$ cat src/rtl/store_buffer.sv
// rtl/store_buffer.sv - circular store buffer with in-order commit and req/ack drain
module store_buffer #(
   parameter int DEPTH = 8,
   parameter int PTR_W = 3,
   parameter int AW    = 32,
   parameter int DW    = 32
) (
   input  logic             clk,
   input  logic             rst,
   input  logic             alloc_en1,
   input  logic [AW-1:0]    alloc_addr1,
   input  logic [DW-1:0]    alloc_data1,
   input  logic             alloc_en2,
   input  logic [AW-1:0]    alloc_addr2,
   input  logic [DW-1:0]    alloc_data2,
   input  logic             write1,
   input  logic             write2,
   input  logic             flush,
   input  logic             mem_ack,
   output logic             mem_req,
   output logic [AW-1:0]    mem_addr,
   output logic [DW-1:0]    mem_data,
   output logic             sb_full,
   output logic             sb_empty,
   output logic [PTR_W:0]   count
);

   localparam logic [PTR_W:0] DEPTH_C = (PTR_W+1)'(DEPTH);

   typedef enum logic {IDLE, BUSY} state_t;

   state_t             state_q, state_d;
   logic [PTR_W-1:0]   head_q, cptr_q, tail_q;
   logic [PTR_W-1:0]   head_d, cptr_d, tail_d;
   logic [PTR_W:0]     count_q, count_d;
   logic [PTR_W:0]     ccnt_q, ccnt_d;
   logic [DEPTH-1:0]   cmt_q, cmt_d;
   logic [AW-1:0]      addr_mem [DEPTH];
   logic [DW-1:0]      data_mem [DEPTH];

   logic               alloc_ok, do1, do2, pop, load;
   logic [PTR_W-1:0]   idx1, idx2, cptr_p1;
   logic [PTR_W:0]     n_alloc, n_req, n_cmt, ucnt;

   assign count    = count_q;
   assign sb_full  = count_q > (DEPTH_C - 2);
   assign sb_empty = (count_q == '0);
   assign mem_req  = (state_q == BUSY);

   // Allocation, commit clipping, flush recovery and pointer/counter next state
   always_comb begin
      alloc_ok = !sb_full && !flush;
      do1      = alloc_en1 && alloc_ok;
      do2      = alloc_en2 && alloc_ok;
      n_alloc  = (PTR_W+1)'(do1) + (PTR_W+1)'(do2);
      idx1     = tail_q;
      idx2     = tail_q + PTR_W'(do1);
      pop      = (state_q == BUSY) && mem_ack;

      // uncommitted entries bound how far cptr may move; it never passes tail
      ucnt     = count_q - ccnt_q;
      n_req    = (PTR_W+1)'(write1) + (PTR_W+1)'(write2);
      n_cmt    = (n_req > ucnt) ? ucnt : n_req;
      cptr_p1  = cptr_q + PTR_W'(1);
      cptr_d   = cptr_q + n_cmt[PTR_W-1:0];
      ccnt_d   = ccnt_q + n_cmt - (PTR_W+1)'(pop);
      head_d   = head_q + PTR_W'(pop);

      if (flush) begin
         // same-cycle commits land first, then every uncommitted entry is dropped
         tail_d  = cptr_d;
         count_d = ccnt_d;
      end else begin
         tail_d  = tail_q + n_alloc[PTR_W-1:0];
         count_d = count_q + n_alloc - (PTR_W+1)'(pop);
      end
   end

   // Committed-bit vector: set on commit, cleared when the head entry is freed
   always_comb begin
      cmt_d = cmt_q;
      if (pop)
         cmt_d[head_q] = 1'b0;
      if (n_cmt >= (PTR_W+1)'(1))
         cmt_d[cptr_q] = 1'b1;
      if (n_cmt == (PTR_W+1)'(2))
         cmt_d[cptr_p1] = 1'b1;
   end

   // Pointer, counter and committed-bit registers
   always_ff @(posedge clk or posedge rst) begin
      if (rst) begin
         head_q  <= '0;
         cptr_q  <= '0;
         tail_q  <= '0;
         count_q <= '0;
         ccnt_q  <= '0;
         cmt_q   <= '0;
      end else begin
         head_q  <= head_d;
         cptr_q  <= cptr_d;
         tail_q  <= tail_d;
         count_q <= count_d;
         ccnt_q  <= ccnt_d;
         cmt_q   <= cmt_d;
      end
   end

   // Entry payload storage; contents are only meaningful between head and tail
   always_ff @(posedge clk) begin
      if (do1) begin
         addr_mem[idx1] <= alloc_addr1;
         data_mem[idx1] <= alloc_data1;
      end
      if (do2) begin
         addr_mem[idx2] <= alloc_addr2;
         data_mem[idx2] <= alloc_data2;
      end
   end

   // Drain FSM next state: issue the committed head entry, wait for ack
   always_comb begin
      state_d = state_q;
      load    = 1'b0;
      case (state_q)
         IDLE: begin
            if ((count_q != '0) && cmt_q[head_q]) begin
               load    = 1'b1;
               state_d = BUSY;
            end
         end
         BUSY: begin
            if (mem_ack)
               state_d = IDLE;
         end
         default: state_d = IDLE;
      endcase
   end

   // Drain FSM state register
   always_ff @(posedge clk or posedge rst) begin
      if (rst)
         state_q <= IDLE;
      else
         state_q <= state_d;
   end

   // Request payload is captured at issue and held for the whole BUSY phase
   always_ff @(posedge clk or posedge rst) begin
      if (rst) begin
         mem_addr <= '0;
         mem_data <= '0;
      end else if (load) begin
         mem_addr <= addr_mem[head_q];
         mem_data <= data_mem[head_q];
      end
   end

endmodule

$ cat config.mk
export PLATFORM = sky130hd
export DESIGN_NAME = store_buffer
export DESIGN_NICKNAME = d
export VERILOG_FILES = /design/src/rtl/store_buffer.sv
export SDC_FILE = /design/constraint.sdc
export NUM_CORES = 1
export LEC_CHECK = 0
export ABC_AREA = 1
export CAP_MARGIN = 20
export CELL_PAD_IN_SITES_DETAIL_PLACEMENT = 0
export CELL_PAD_IN_SITES_GLOBAL_PLACEMENT = 1
export CORE_AREA = 3 3 252 353
export DETAILED_ROUTE_END_ITERATION = 10
export DIE_AREA = 0 0 255 356
export DONT_BUFFER_PORTS = 1
export PLACE_DENSITY_LB_ADDON = 0.25
export SYNTH_ARGS = -nofsm -noshare
export SYNTH_HDL_FRONTEND = slang
export SYNTH_SLANG_ARGS = --single-unit
$ cat constraint.sdc
create_clock -name clk -period 6.9 [get_ports clk]
set_clock_uncertainty 0.05 [all_clocks]
set_input_delay 1.035 -clock clk [delete_from_list [all_inputs] [get_ports clk]]
set_output_delay 1.035 -clock clk [all_outputs]
set_load 0.03 [all_outputs]
==> flow_summary_export.csv, run 1 <==
group,metric,value,unit
synthesis,synth_edf_count,512,
pwr,leakage,12.2,nW
clocking,cts-root-buf,"clkbuf_16",
timing,finalCriticalPeriod,4.87,ns
clocking,cts_max_path_buffers,3,
setup_path,crit_slowest_cell,"buf_4",
setup_path,regToRegSetupSlack,2.03,ns
die,die_area,90800,um2
grt,grt_first_pass_wirelength,133000,um
setup_path,worstReg2RegStart,"count[3]",
finish,nNetsFinal,3047,
grt,overflow,0,
synthesis,avgSynthCellArea,9.81,um2
setup_path,path_cells,"inv_1, ha_1, nand2_1, inv_1, o21ai_2, nand2_2, nor2_1, ha_1, ha_1, inv_1, nand4_4, buf_4, o21ai_4, buf_12",
flow_run,drv_cap,0,
grt,grt_max_degree,163,
synthesis,syn_inst,3055,
clocking,clk_pin_slew,0.06,ns
pwr,powerDensity,424,nW/um2
finish,final_area,32100,um2
place,dp_hpwl,51800,um
die,fp-row-count,127,
setup_path,worstPathMaxFanout,84,
setup_path,critical_path.max_stage_delay,0.81,ns
timing,post-route-period-util,70.6,%
die,io_pins,207,
place,place_congestion,0.769,
die,die_w,255,um
synthesis,yosysWarnings,0,
timing,slew_viol_final,0,
finish,final_cell_mix,"643 x nand2_1, 536 x o21ai_0, 512 x edfxtp_1",
timing,holdWs,0.296,ns
synthesis,async_reset_ff_share,15.0,%
status,outcome,"finished, final reports clean",
grt,grt_pass1_vias,21100,
routing,viasPerCell,5.32,
timing,finalSetupViolations,0,
place,io_buffers,0,
place,placed_area,29900,um2
timing,setup_tns,0,ns
synthesis,netlist_area,30000,um2
die,core_area,85800,um2
setup_path,path_class,"flop to flop",
setup_path,reg2regPathDepth,14,
synthesis,synth_cell_types,36,
routing,drt-pass1-iter-count,6,
setup_path,crit_path_end_kind,"flop",
synthesis,synth_nets,3221,
clocking,cts_sinks,602,
grt,antenna_found_initial,4,
synthesis,synth-seq-cells,602,
timing,rsz0062_at_grt,"no",
timing,worst_pin_slew,1.06,ns
routing,drc,0,
routing,vias,21400,
clocking,cts_made_buffers,68,
timing,finalHoldViolCount,0,
routing,drt-total-wl,88700,um
setup_path,crit_buf_inv,5,
setup_path,cp_data_arrival_time,5.14,ns
setup_path,critPathRequiredTime,7.17,ns
clocking,clock_latency,0.62,ns
clocking,ctsResizeCount,0,
clocking,postCtsSetupBuffers,0,
finish,final_util,37.4,%
die,die_h,356,um
finish,area_delta_synth_final,7.14,%
synthesis,yosysSeqAreaShare,58.8,%
min_path,hp-class,"input port to asynchronous set/reset pin",
synthesis,ys.flop_type,"edfxtp_1",
die,initial_core_util,34.9,%
routing,drtAntennaViolNets,0,
finish,layout_commonest_cell,"nand2_1",
grt,grtUsageTotal,19.5,%
pwr,power,13.6,mW
clocking,hold_buffers,0,
clocking,cts_tree,"built",
routing,drtIter0Drc,1566,
pwr,vdd_drop_max,0.000273,V
timing,slew_headroom,29.2,%
finish,drive_gt1_share,8.42,%
setup_path,cpLargestDelayFamily,"buffers and inverters",
timing,max_freq,0.205,GHz
setup_path,startpoint_type,"flop",
setup_path,reg2reg_to,"addr_mem[5][6]",
routing,avgRoutedWirePerCell,22.0,um
clocking,htreeDepth,3,
sequential cells by signal, summed over array words and instances (netlist names), 3 cells and up:
register  cells
mem_addr     32
data_mem    256
cptr_q        3
ccnt_q        4
addr_mem    256
head_q        3
count         4
idx1          3
mem_data     32
cmt_q         8
cell usage after synthesis, types with 2 or more instances:
| library cell | n | area, um2 |
|---|---|---|
| o21ai_0 | 544 | 2720 |
| xnor2_1 | 4 | 35.0 |
| xor2_1 | 5 | 43.8 |
| nor3_1 | 8 | 40.0 |
| o21ai_2 | 86 | 753 |
| nor2_1 | 328 | 1230 |
| inv_1 | 121 | 454 |
| buf_6 | 97 | 1090 |
| nand3_1 | 13 | 65.1 |
| a21oi_1 | 14 | 70.1 |
| inv_2 | 5 | 18.8 |
| fa_1 | 5 | 100 |
| o21ai_1 | 221 | 1110 |
| buf_2 | 96 | 480 |
| clkbuf_2 | 2 | 10.0 |
| o22ai_1 | 128 | 801 |
| buf_4 | 9 | 67.6 |
| clkbuf_8 | 2 | 27.5 |
| a31oi_1 | 6 | 37.5 |
| clkbuf_1 | 71 | 267 |
| ha_1 | 25 | 313 |
| dfrtp_1 | 90 | 2250 |
| nand2_1 | 644 | 2420 |
| nand4_2 | 8 | 100 |
| edfxtp_1 | 512 | 15400 |
routing by layer:
| layer | up-vias | global-route usage (%) | wire [um] |
|---|---|---|---|
| li1 | 10300 | - | - |
| met1 | 10500 | 24.0 | 36500 |
| met2 | 563 | 34.0 | 44400 |
| met3 | 110 | 4.26 | 5770 |
| met4 | 4 | 5.86 | 2020 |
| met5 | - | 0 | 32 |
metrics by stage:
step | worst slack (ns) | std cells
floorplan | 0.00124 | 3055
global placement | 2.14 | 3907
detailed placement | 2.05 | 3907
CTS | 2.02 | 4031
global route | 1.72 | 4031
finish | 2.03 | 4032
how the worst max path moves through the flow:
stage / startpoint / to / slack, ns / cells after the start
final: count[3] / addr_mem[5][6] / 2.03 / 14
after global routing: count[3] / addr_mem[5][7] / 1.72 / 14
after CTS: count[3] / addr_mem[5][7] / 2.02 / 14
after detailed placement: count[3] / data_mem[5][25] / 2.05 / 14
after global placement: count[3] / data_mem[5][23] / 2.14 / 14
after floorplan: flush / addr_mem[0][0] / 0.001 / 6
logic make-up after synthesis:
| logic type | count (synthesis) | share of synthesized area, % |
|---|---|---|
| adder cells (fa/ha/maj) | 30 | 1.38 |
| flip-flops | 602 | 58.8 |
| buffers and inverters | 407 | 8.13 |
| AO/OA/AOI/OAI | 1001 | 18.4 |
| other | 1 | 0.0125 |
| AND/OR/NAND/NOR | 1004 | 13.0 |
| XOR/XNOR | 10 | 0.317 |
cell type report:
type / count / area, um2
flip-flops and latches: 602 / 17600
multi-input cells: 2046 / 10100
well taps: 1096 / 1370
inverters: 129 / 495
repair buffers: 34 / 330
clock buffers: 102 / 1940
clock inverters: 22 / 262
fillers: 8396 / 53700
diodes: 1 / 2.50
power by group:
part	switching, mW	leakage, nW	total (mW)	internal (mW)
combinational	3.27	5.42	4.52	1.25
sequential	0.743	5.72	5.44	4.70
clock	1.50	1.08	3.65	2.14
total	5.51	12.2	13.6	8.09
(Power assumes the default switching activity.)
==> run 2, diff against run 1 <==
clock period = 4.8 ns   (was 6.9 ns; I/O delays follow)
==> flow_summary_export.csv, run 2 (same netlist as run 1, synthesis figures left out) <==
group,metric,value,unit
finish,biggestRegsByFlops,"addr_mem (256), data_mem (256)",
timing,finalHoldViolCount,0,
routing,vias,21700,
die,die_h,356,um
grt,overflow,0,
timing,finalSetupViolations,0,
pwr,power.share.clock,26.3,%
grt,grt_max_degree,129,
place,io_buffers,0,
routing,drtIter0Drc,2040,
place,placed_area,30200,um2
routing,drtAntennaViolNets,0,
finish,drive_gt1_share,8.67,%
clocking,clk_pin_slew,0.06,ns
grt,grt_pass1_vias,21300,
grt,grtUsageTotal,20.1,%
pwr,netSwitchingFraction,40.9,%
die,die_w,255,um
routing,drt-pass1-iter-count,6,
routing,wl_met2,44500,um
die,initial_core_util,34.9,%
status,outcome,"finished, final reports clean",
clocking,cts_tree,"built",
place,dp_hpwl,50400,um
place,place_congestion,0.763,
pwr,netSwitchingPower,8.04,mW
finish,final_area,32400,um2
timing,finalCriticalPeriod,3.94,ns
finish,final_util,37.7,%
setup_path,cp_data_arrival_time,4.16,ns
timing,max_freq,0.254,GHz
routing,avgRoutedWirePerCell,22.7,um
routing,top_layer,"met5",
finish,nNetsFinal,3055,
finish,area_delta_synth_final,7.97,%
timing,rsz0062_at_grt,"no",
clocking,cts_max_path_buffers,3,
pwr,powerDensity,607,nW/um2
grt,antenna_found_initial,10,
timing,post-route-period-util,82.1,%
finish,final_cell_mix,"643 x nand2_1, 536 x o21ai_0, 512 x edfxtp_1",
min_path,hp-class,"input port to flop",
grt,grt_first_pass_wirelength,136000,um
pwr,p_seq_share,39.8,%
clocking,clock_latency,0.61,ns
die,fp-row-count,127,
die,core_area,85800,um2
setup_path,crit_path_end_kind,"flop",
clocking,cts_sinks,602,
timing,setup_tns,0,ns
clocking,ctsResizeCount,0,
clocking,cts-root-buf,"clkbuf_16",
routing,drc,0,
clocking,htreeDepth,3,
clocking,cts_made_buffers,67,
pwr,combPwrFrac,33.9,%
timing,worst_pin_slew,1.13,ns
pwr,leakage,12.3,nW
flow_run,drv_cap,0,
routing,viasPerCell,5.38,
setup_path,worstPathMaxFanout,38,
die,io_pins,207,
pwr,vdd_drop_max,0.000450,V
setup_path,path_class,"flop to flop",
routing,wl_met1,37700,um
setup_path,regToRegSetupSlack,0.86,ns
routing,drt-total-wl,92000,um
timing,slew_viol_final,0,
clocking,hold_buffers,1,
routing,wl_met3,6870,um
clocking,postCtsSetupBuffers,0,
timing,slew_headroom,24.7,%
pwr,internal-power,11.6,mW
finish,layout_commonest_cell,"nand2_1",
die,die_area,90800,um2
setup_path,startpoint_type,"flop",
setup_path,critPathRequiredTime,5.02,ns
## run 2: cell count changes in the layout (fill, tap and decap cells not counted), sizes merged
cell	change
buf	+8
inv	+3
clkinvlp	+2
diode	+6
dlygate4sd3	+1
clkinv	-4
clkbuf	-3
bufinv	-2
## run 2: power groups by stage
stage | clock (mW) | sequential [mW] | combinational [mW]
3_5_place_dp | 0 | 7.96 | 6.73
3_3_place_gp | 0 | 7.93 | 6.60
2_1_floorplan | 0 | 7.71 | 4.73
5_1_grt | 5.50 | 7.92 | 7.48
4_1_cts | 5.30 | 7.85 | 6.75
6_report | 5.17 | 7.83 | 6.65
## run 2: cell type report
cell class / count / area, um2
multi-input combinational: 2046 / 10100
tap: 1096 / 1370
sequential: 602 / 17600
clock inverter: 21 / 195
timing repair buffer: 43 / 601
antenna: 7 / 17.5
fill: 8408 / 53500
inverter: 129 / 495
clock buffer: 99 / 1970
## run 2: per-layer routing
metal | up-vias | track usage [%]
li1 | 10300 | -
met1 | 10600 | 25.2
met2 | 706 | 33.8
met3 | 155 | 4.69
met4 | 6 | 7.31
met5 | - | 0
## run 2: worst paths after layout
check / startpoint / to / cells after the start
min reg2reg: head_q[2] / head_q[2] / 1
min: mem_ack / mem_req / 1
max: count[3] / data_mem[3][29] / 13
min in group asynchronous: rst / mem_addr[9] / 2
max in group asynchronous: rst / head_q[0] / 3
max reg2reg: count[3] / data_mem[3][29] / 13
## run 2: metrics by stage
stage	total power, mW	hold WS (ns)	std cells	setup WS, ns
after floorplan	12.4	0.430	3055	-0.239
after detailed placement	14.7	0.494	3915	0.825
after global routing	20.9	0.154	4040	0.615
final	19.7	0.164	4043	0.858
after global placement	14.5	0.469	3915	0.857
after CTS	19.9	0.116	4036	0.814
## run 2: worst max-delay path, cell delays in order, from the launching register on
cell,delay (ns)
dfrtp_1,0.58
inv_1,0.15
ha_1,0.22
nand2_1,0.07
inv_1,0.06
o21ai_2,0.13
nand2_2,0.11
nor2_1,0.34
ha_1,0.24
ha_1,0.21
xnor2_2,0.28
nand4_4,0.53
o21ai_4,0.26
buf_12,0.32
